--- config.mk ---
export PLATFORM = sky130hd
export DESIGN_NAME = branch_predictor
export DESIGN_NICKNAME = d
export VERILOG_FILES = /design/src/rtl/branch_predictor.sv
export SDC_FILE = /design/constraint.sdc
export NUM_CORES = 2
export LEC_CHECK = 0
export CORE_MARGIN = 3
export CORE_UTILIZATION = 65
export DETAILED_ROUTE_END_ITERATION = 7
export PLACE_DENSITY = 0.91
export SYNTH_ARGS = -nofsm -noshare
export SYNTH_HDL_FRONTEND = slang
export SYNTH_SLANG_ARGS = --single-unit
--- constraint.sdc ---
create_clock -name clk -period 8.3 [get_ports clk]
set_input_delay 0.83 -clock clk [delete_from_list [all_inputs] [get_ports clk]]
set_output_delay 0.83 -clock clk [all_outputs]
set_load 0.005 [all_outputs]
--- src/rtl/branch_predictor.sv ---
// ---------------------------------------------------------------------------
// branch_predictor
//   IF-stage next-PC predictor: direct-mapped BTB (tag + target) combined with
//   a gshare pattern history table of 2-bit saturating counters. Prediction is
//   purely combinational from current_pc; the tables and the global history
//   register learn from the EX-stage resolver on the clock edge.
//
// Ports
//   clk, reset        clock, synchronous active-high reset
//   current_pc        PC being fetched this cycle
//   next_pc           predicted next fetch PC
//   pred_taken        1 when the BTB target is used
//   pred_ghr          history snapshot used for this prediction (travels with
//                     the instruction and returns as update_ghr)
//   update_en         resolver has a valid branch/jal/jalr outcome this cycle
//   update_is_cond    1 = conditional branch, 0 = jal/jalr
//   update_pc         PC of the resolved instruction
//   update_taken      actual direction
//   update_target     resolved taken target
//   update_ghr        pred_ghr carried with the resolved instruction
// ---------------------------------------------------------------------------
module branch_predictor #(
  parameter int         IDX_BITS  = 5,
  parameter logic [1:0] RESET_CNT = 2'b01
) (
  input  logic                clk,
  input  logic                reset,
  input  logic [31:0]         current_pc,
  output logic [31:0]         next_pc,
  output logic                pred_taken,
  output logic [IDX_BITS-1:0] pred_ghr,
  input  logic                update_en,
  input  logic                update_is_cond,
  input  logic [31:0]         update_pc,
  input  logic                update_taken,
  input  logic [31:0]         update_target,
  input  logic [IDX_BITS-1:0] update_ghr
);

  localparam int ENTRIES  = 1 << IDX_BITS;
  localparam int TAG_BITS = 32 - IDX_BITS - 2;

  logic [ENTRIES-1:0]  btb_valid;
  logic [TAG_BITS-1:0] btb_tag    [ENTRIES];
  logic [31:0]         btb_target [ENTRIES];
  logic [1:0]          pht        [ENTRIES];
  logic [IDX_BITS-1:0] ghr;

  // ---------------- lookup ----------------
  logic [IDX_BITS-1:0] lk_bidx;
  logic [IDX_BITS-1:0] lk_pidx;
  logic [TAG_BITS-1:0] lk_tag;
  logic                lk_hit;

  assign lk_bidx = current_pc[IDX_BITS+1:2];
  assign lk_tag  = current_pc[31:IDX_BITS+2];
  assign lk_pidx = lk_bidx ^ ghr;
  assign lk_hit  = btb_valid[lk_bidx] && (btb_tag[lk_bidx] == lk_tag);

  assign pred_taken = lk_hit && pht[lk_pidx][1];
  assign next_pc    = pred_taken ? btb_target[lk_bidx] : current_pc + 32'd4;
  assign pred_ghr   = ghr;

  // ---------------- update ----------------
  logic [IDX_BITS-1:0] up_bidx;
  logic [IDX_BITS-1:0] up_pidx;
  logic [TAG_BITS-1:0] up_tag;
  logic [1:0]          pht_cur;
  logic [1:0]          pht_new;

  assign up_bidx = update_pc[IDX_BITS+1:2];
  assign up_tag  = update_pc[31:IDX_BITS+2];
  // The counter is indexed with the history the instruction was predicted
  // with, not the live GHR, so training hits the entry that made the guess.
  assign up_pidx = up_bidx ^ update_ghr;
  assign pht_cur = pht[up_pidx];

  // NOTE: every branch of a combinational block must assign its outputs;
  // the default first keeps a missing case from inferring a latch.
  always_comb begin
    pht_new = pht_cur;
    if (!update_is_cond) begin
      pht_new = 2'b11;                     // jal/jalr are always taken
    end else if (update_taken) begin
      if (pht_cur != 2'b11) pht_new = pht_cur + 2'd1;
    end else begin
      if (pht_cur != 2'b00) pht_new = pht_cur - 2'd1;
    end
  end

  // Control state: valid bits, counters and history must come out of reset
  // in a known state. Reset wins over a simultaneous update.
  // NOTE: sequential state uses non-blocking assignments so every register
  // samples pre-edge values; this also gives read-before-write behaviour for
  // a same-cycle lookup and update of one entry.
  always_ff @(posedge clk) begin
    if (reset) begin
      btb_valid <= '0;
      ghr       <= '0;
      for (int i = 0; i < ENTRIES; i++) pht[i] <= RESET_CNT;
    end else if (update_en) begin
      pht[up_pidx] <= pht_new;
      if (update_taken) btb_valid[up_bidx] <= 1'b1;
      // History is trained at resolve time only, so it never needs repair.
      if (update_is_cond) ghr <= {ghr[IDX_BITS-2:0], update_taken};
    end
  end

  // NOTE: tag/target payload is not reset; it is unreachable until the
  // matching valid bit is set, so clearing it would only cost reset fan-out.
  always_ff @(posedge clk) begin
    if (!reset && update_en && update_taken) begin
      btb_tag[up_bidx]    <= up_tag;
      btb_target[up_bidx] <= update_target;
    end
  end

endmodule
Word level (Yosys, flattened, before mapping)

Memory sizes are Yosys's and may differ from the RTL's.
Cells that the tools add are included.

Output and inout port bits: 38
Input port bits: 106
Memories kept: 3
Register bits after elaboration: 37
RAM bits: 1888
Word-level logic and storage cells: 45

Reduce and logical (&&, ||, !) cells: 10
Order comparisons: 3
Multiplexer cells: 19
Add/sub/neg operators: 3
Equal/unequal tests: 2
Bitwise operators: 3

Memory list:

| memory     | depth | bits a word | rd ports | clocked after memory_dff | write ports | line | source |
|---|---|---|---|---|---|---|---|
| btb_target | 32    | 32          | 1        | 0                        | 1           | 45   | `logic [31:0] btb_target [ENTRIES];` |
| btb_tag    | 32    | 25          | 1        | 0                        | 1           | 44   | `logic [TAG_BITS-1:0] btb_tag [ENTRIES];` |
| pht        | 32    | 2           | 2        | 0                        | 32          | 46   | `logic [1:0] pht [ENTRIES];` |

Operators with widths:

| cell                  | number |
|---|---|
| $add 32x3->32 const B | 1 |
| $mux 32               | 1 |
| $or 32x32->32         | 1 |
| $eq 25x25->1          | 1 |
| $lt 5x6->1 const B    | 2 |
| $mux 1                | 10 |
| $mux 2                | 5 |
| $xor 5x5->5           | 2 |
| $bmux 1 s5            | 1 |
| $demux 1 s5           | 1 |
| $ge 5x1->1 const B    | 1 |
| $logic_and 1x1->1     | 5 |
| $mux 5                | 1 |
| $reduce_and 2->1      | 2 |
| $add 2x1->2 const B   | 1 |
| $ne 2x2->1 const B    | 1 |
| $reduce_bool 2->1     | 1 |
| $reduce_or 2->1       | 1 |
| $sub 2x1->2 const B   | 1 |
| $logic_not 1->1       | 1 |

Longest topological paths before layout

An unclocked memory read counts as a cell.

Depth in word-level cells: 7
Mapped depth: 17
Gate-level depth less buffers: 11

Worst setup path after synthesis

Ideal clock, no wire load.

Path kind: input port to flip-flop
From: in update_en
To: mem btb_tag[28][0] (netlist name), enable pin
Data arrival time: 5.384 ns
Data required time: 7.755 ns
Path buffers: 1
Setup slack: 2.371 ns
Library setup time: 0.545 ns
Stages on the path: 4
Cells stage by stage: clkbuf_1 > nand2_1 > or2_2 > nor3_1

Longest elaborated chain between the ends: 4

RTL lines:

| item                            | line | source |
|---|---|---|
| start: declaration              | 32   | `input logic update_en,` |
| $logic_and 1x1->1 (2 in series) | 112  | `if (!reset && update_en && update_taken) begin` |
| $mux 1                          | 112  |  |
| $mux 1 (implied by the code)    | 113  | `btb_tag[up_bidx] <= up_tag;` |
| end: declaration                | 44   |  |

Every way passes these cells.

Worst setup path in the final report

From: in current_pc[3]
To: out next_pc[28]

Longest elaborated chain between the ends: 5
Elaborated cells between the ends (all ways): 11
Classes of those cells: add/sub (1); eq/ne (1); mux (3); bitwise (1); reduce/logical (2); memory (3)

RTL lines:

| item                                               | line | source |
|---|---|---|
| start: declaration                                 | 28   | `input logic [31:0] current_pc,` |
| $mem_v2 32x25 / $bmux 1 s5 (equally long branches) | -    |  |
| $eq 25x25->1 / $mux 1 (equally long branches)      | 58   | `assign lk_hit = btb_valid[lk_bidx] && (btb_tag[lk_bidx] == lk_tag);` |
| $logic_and 1x1->1                                  | 58   |  |
| $logic_and 1x1->1                                  | 60   | `assign pred_taken = lk_hit && pht[lk_pidx][1];` |
| $mux 32 (*)                                        | 61   | `assign next_pc = pred_taken ? btb_target[lk_bidx] : current_pc + 32'd4;` |
| end: declaration                                   | 29   | `output logic [31:0] next_pc,` |

Mark *: on every way between the ends. The rest lies on a longest branch, timed or not. The select of a mux whose other input is x is not followed.

==> metrics.md <==
| Metric | Value |
|---|---|
| Final layout net count | `3863` |
| GRT met3 Usage | `0.164` |
| Crit path kind | `in2out` |
| Placed Instances | `5088` |
| Switch share | `0.225` |
| Buffers on Ports | `141` |
| Worst hold path type | `reg2reg` |
| Psw | `0.00456 W` |
| Register area share after synthesis | `0.759` |
| Die ar. | `0.120 mm²` |
| Failing checks | `design-rule violations, max-capacitance violations, max-slew violations` |
| FP Rows | `124` |
| Top FF cell, synth | `edfxtp_1` |
| Mapped Nets | `3644` |
| Tot Pwr | `0.0203 W` |
| Non-filler cells, final | `5432` |
| CP Launch Type | `input pin` |
| M1 GR Usage | `0.484` |
| Worst-Margin Slew | `1.51 ns` |
| Synth Instances | `3537` |
| Width of the die | `347 µm` |
| Post-synth ARST share | `0` |
| Pre-antenna DRT Iters | `8` |
| Share of layout cells above drive strength 1 | `0.230` |
| Met2 GRT Util | `0.625` |
| Vias per cell | `8.02` |
| Clock skew | `0.00815 ns` |
| Top cells by area, synth | `edfxtp_1 (75%), mux4_2 (15%), mux2i_1 (2.0%), dfxtp_1 (0.98%), nand2_1 (0.65%)` |
| Routed wire per std cell | `45.3 µm` |
| Period utilization | `0.959` |
| Clock Pin Slew Worst Setup and Hold Paths | `0.07 ns` |
| HPWL Detailed | `115000 µm` |
| DRC Markers | `69` |
| Number of max-slew violations in the final report | `2` |
| Clock Tree Root | `clkbuf_16` |
| Initial antenna violation count | `25` |
| CTS tree | `done` |
| VDD IR-drop max | `269 µV` |
| First-pass GRT wire length | `341000 µm` |
| Clk pwr share | `0.414` |
| GRT overflow | `0` |
| Final hold viol count | `0` |
| Status | `finished with violations` |
| Clock Tree Buf Depth | `3` |
| Hold Buf Count CTS | `0` |
| Initial core utilization | `0.658` |
| Total track usage | `0.414` |
| Postcts setup bufs | `0` |
| Comb power frac | `0.058` |
| Die H | `347 µm` |
| Num ports | `144` |
| Max cap viols | `1` |
| Clock Sinks | `1925` |
| Setup tns final | `0 ns` |
| Yosys top cell by area | `edfxtp_1` |
| Critical Path RT | `7.47 ns` |
| Area share of the largest cell type after synthesis | `0.750` |
| Synthesized area | `0.0756 mm²` |
| Min cycle time layout | `7.96 ns` |
| Critical Path Fanout Max | `48` |
| CTS Buf Count | `178` |
| DR vias | `43600` |
| WP data arrival | `7.13 ns` |
| Final setup viols | `0` |
| Clk Latency, worst-skew pair | `0.80 ns` |
| Initial detailed-routing violation count | `9431` |
| Slew HR | `-0.0205` |
| Final WL | `246000 µm` |
| Register bit total from synthesis | `1925` |
| Unrepaired setup endpoints after global routing | `false` |
| Int Pwr | `0.0158 W` |
| Htree depth | `4` |
| Setup crit end kind | `output pin` |
| GR peak layer | `met2` |
| Library cells used by synthesis | `75` |
| Pin count of the biggest net entering global routing | `100` |
| Area Growth Syn to Fin | `12.1%` |
| Post-synth EDFFs | `1888` |
| PwrDens | `240 mW/mm²` |
| GPL Wtd Cong | `0.880` |
| Vias in the first global route | `44500` |
| Core area | `0.115 mm²` |
| DRT antenna net count | `0` |
| Total number of yosys warnings | `0` |
| Post-Syn Area per Cell | `21.4 µm²` |
| Max Freq | `126 MHz` |
| Post-CTS sizing | `0` |
| P_leak | `27.0 nW` |
| Register share of total power | `0.529` |
-- logic make-up (layout without fill, tap and decap cells) --
kind of cell | Yosys count | count (layout) | share of synthesized area
buffers and inverters | 211 | 580 | 0.0148
DFF | 1925 | 1925 | 0.759
AOI/OAI and AO/OA | 279 | 279 | 0.0261
other | 0 | 14 | 0
and+or+nand+nor | 416 | 416 | 0.0263
xor gates and xnor gates | 59 | 59 | 0.00693
adders and majority gates | 2 | 2 | 0.000298
muxes | 645 | 645 | 0.166
-- worst paths after layout --
| check | startpoint | endpoint | slack [ns] | depth (start not counted) |
|---|---|---|---|---|
| worst min-delay path | btb_valid[18]$_SDFFE_PP0P_ | btb_valid[18]$_SDFFE_PP0P_ | 0.47 | 1 |
| worst min register to register | btb_valid[18]$_SDFFE_PP0P_ | btb_valid[18]$_SDFFE_PP0P_ | 0.47 | 1 |
| worst max register to register | pht[9][1]$_SDFFCE_PN0P_ | pht[17][0]$_SDFFCE_PN1P_ | 4.89 | 8 |
| worst max-delay path | current_pc[3] | next_pc[28] | 0.34 | 13 |
-- sequential cells by signal, indices dropped and copies added (netlist names) --
register    cells
pred_ghr        5
btb_tag       800
btb_valid      32
btb_target   1024
pht            64
-- cell usage after synthesis (29+ instances only) --
library cell and number:
mux2i_1 154, edfxtp_1 1888, nand3_1 60, a211oi_1 33
nand2_1 130, clkbuf_1 85, o221ai_1 32, xor2_1 36
a21o_1 29, a21oi_1 55, nor2_1 111, mux4_2 488
dfxtp_1 37, buf_2 55, and2_1 32
-- cell type report --
class,count,area [µm²]
antenna,14,35.0
tap,1512,1890
multi-input combinational,1401,17300
inverter,16,66.3
fill,5384,30200
sequential,1925,57400
clock buffer,216,4700
timing repair buffer,234,2200
clock inverter,114,1090
-- per-layer routing --
layer | vias to the layer above | share of wire
met4 | 16 | 0.098
met2 | 5515 | 0.46
met5 | - | 0.00042
met3 | 1649 | 0.17
li1 | 15300 | -
met1 | 21100 | 0.27
-- cells in the final DEF (no fill, tap or decap), drive strengths merged, types with 9 or more instances in the layout --
cell           Yosys  routed
edfxtp          1888    1888
mux4             488     488
clkbuf            85     216
mux2i            154     154
clkdlybuf4s50      0     136
nand2            130     130
nor2             111     111
buf              110      98
clkinv             2      86
nand3             60      60
a21oi             55      55
dfxtp             37      37
xor2              37      37
a211oi            35      35
and2              33      33
o221ai            32      32
a21o              29      29
o21ai             28      28
a22oi             25      25
xnor2             22      22
inv               14      21
bufinv             0      18
o22ai             16      16
diode              0      14
nor2b             14      14
nor3              14      14
a221oi            10      10
and3              10      10
nand4              9       9
-- per-stage QoR --
stage          worst slack, ns   util  instance area [µm²]  hold slack, ns
2_1_floorplan             2.37      -                75600           0.421
3_3_place_gp              1.57  0.687                78900           0.427
3_5_place_dp              1.42  0.687                78900           0.440
4_1_cts                   1.06  0.737                84700           0.463
5_1_grt                  0.604  0.737                84700           0.478
6_report                 0.343  0.737                84800           0.465
-- critical path, cell delays in order --
cell and delay (ns):
buf_8 0.41, buf_4 0.82, mux4_2 0.63, o211ai_1 0.12
o21ai_0 0.13, o21ai_0 0.36, xor2_1 0.44, nor4b_2 0.49
nand4b_4 0.58, buf_4 0.50, a211oi_1 0.85, a21oi_1 0.28
clkdlybuf4s50_1 0.55
-- power by group through the flow --
stage	combinational (W)	sequential (W)	clock (W)
4_1_cts	0.00111	0.0107	0.00833
3_3_place_gp	0.00101	0.0109	0
6_report	0.00117	0.0107	0.00841
5_1_grt	0.00118	0.0107	0.00868
2_1_floorplan	0.000622	0.0109	0
3_5_place_dp	0.00106	0.0109	0
No activity file was read; power rests on OpenSTA's default activity.
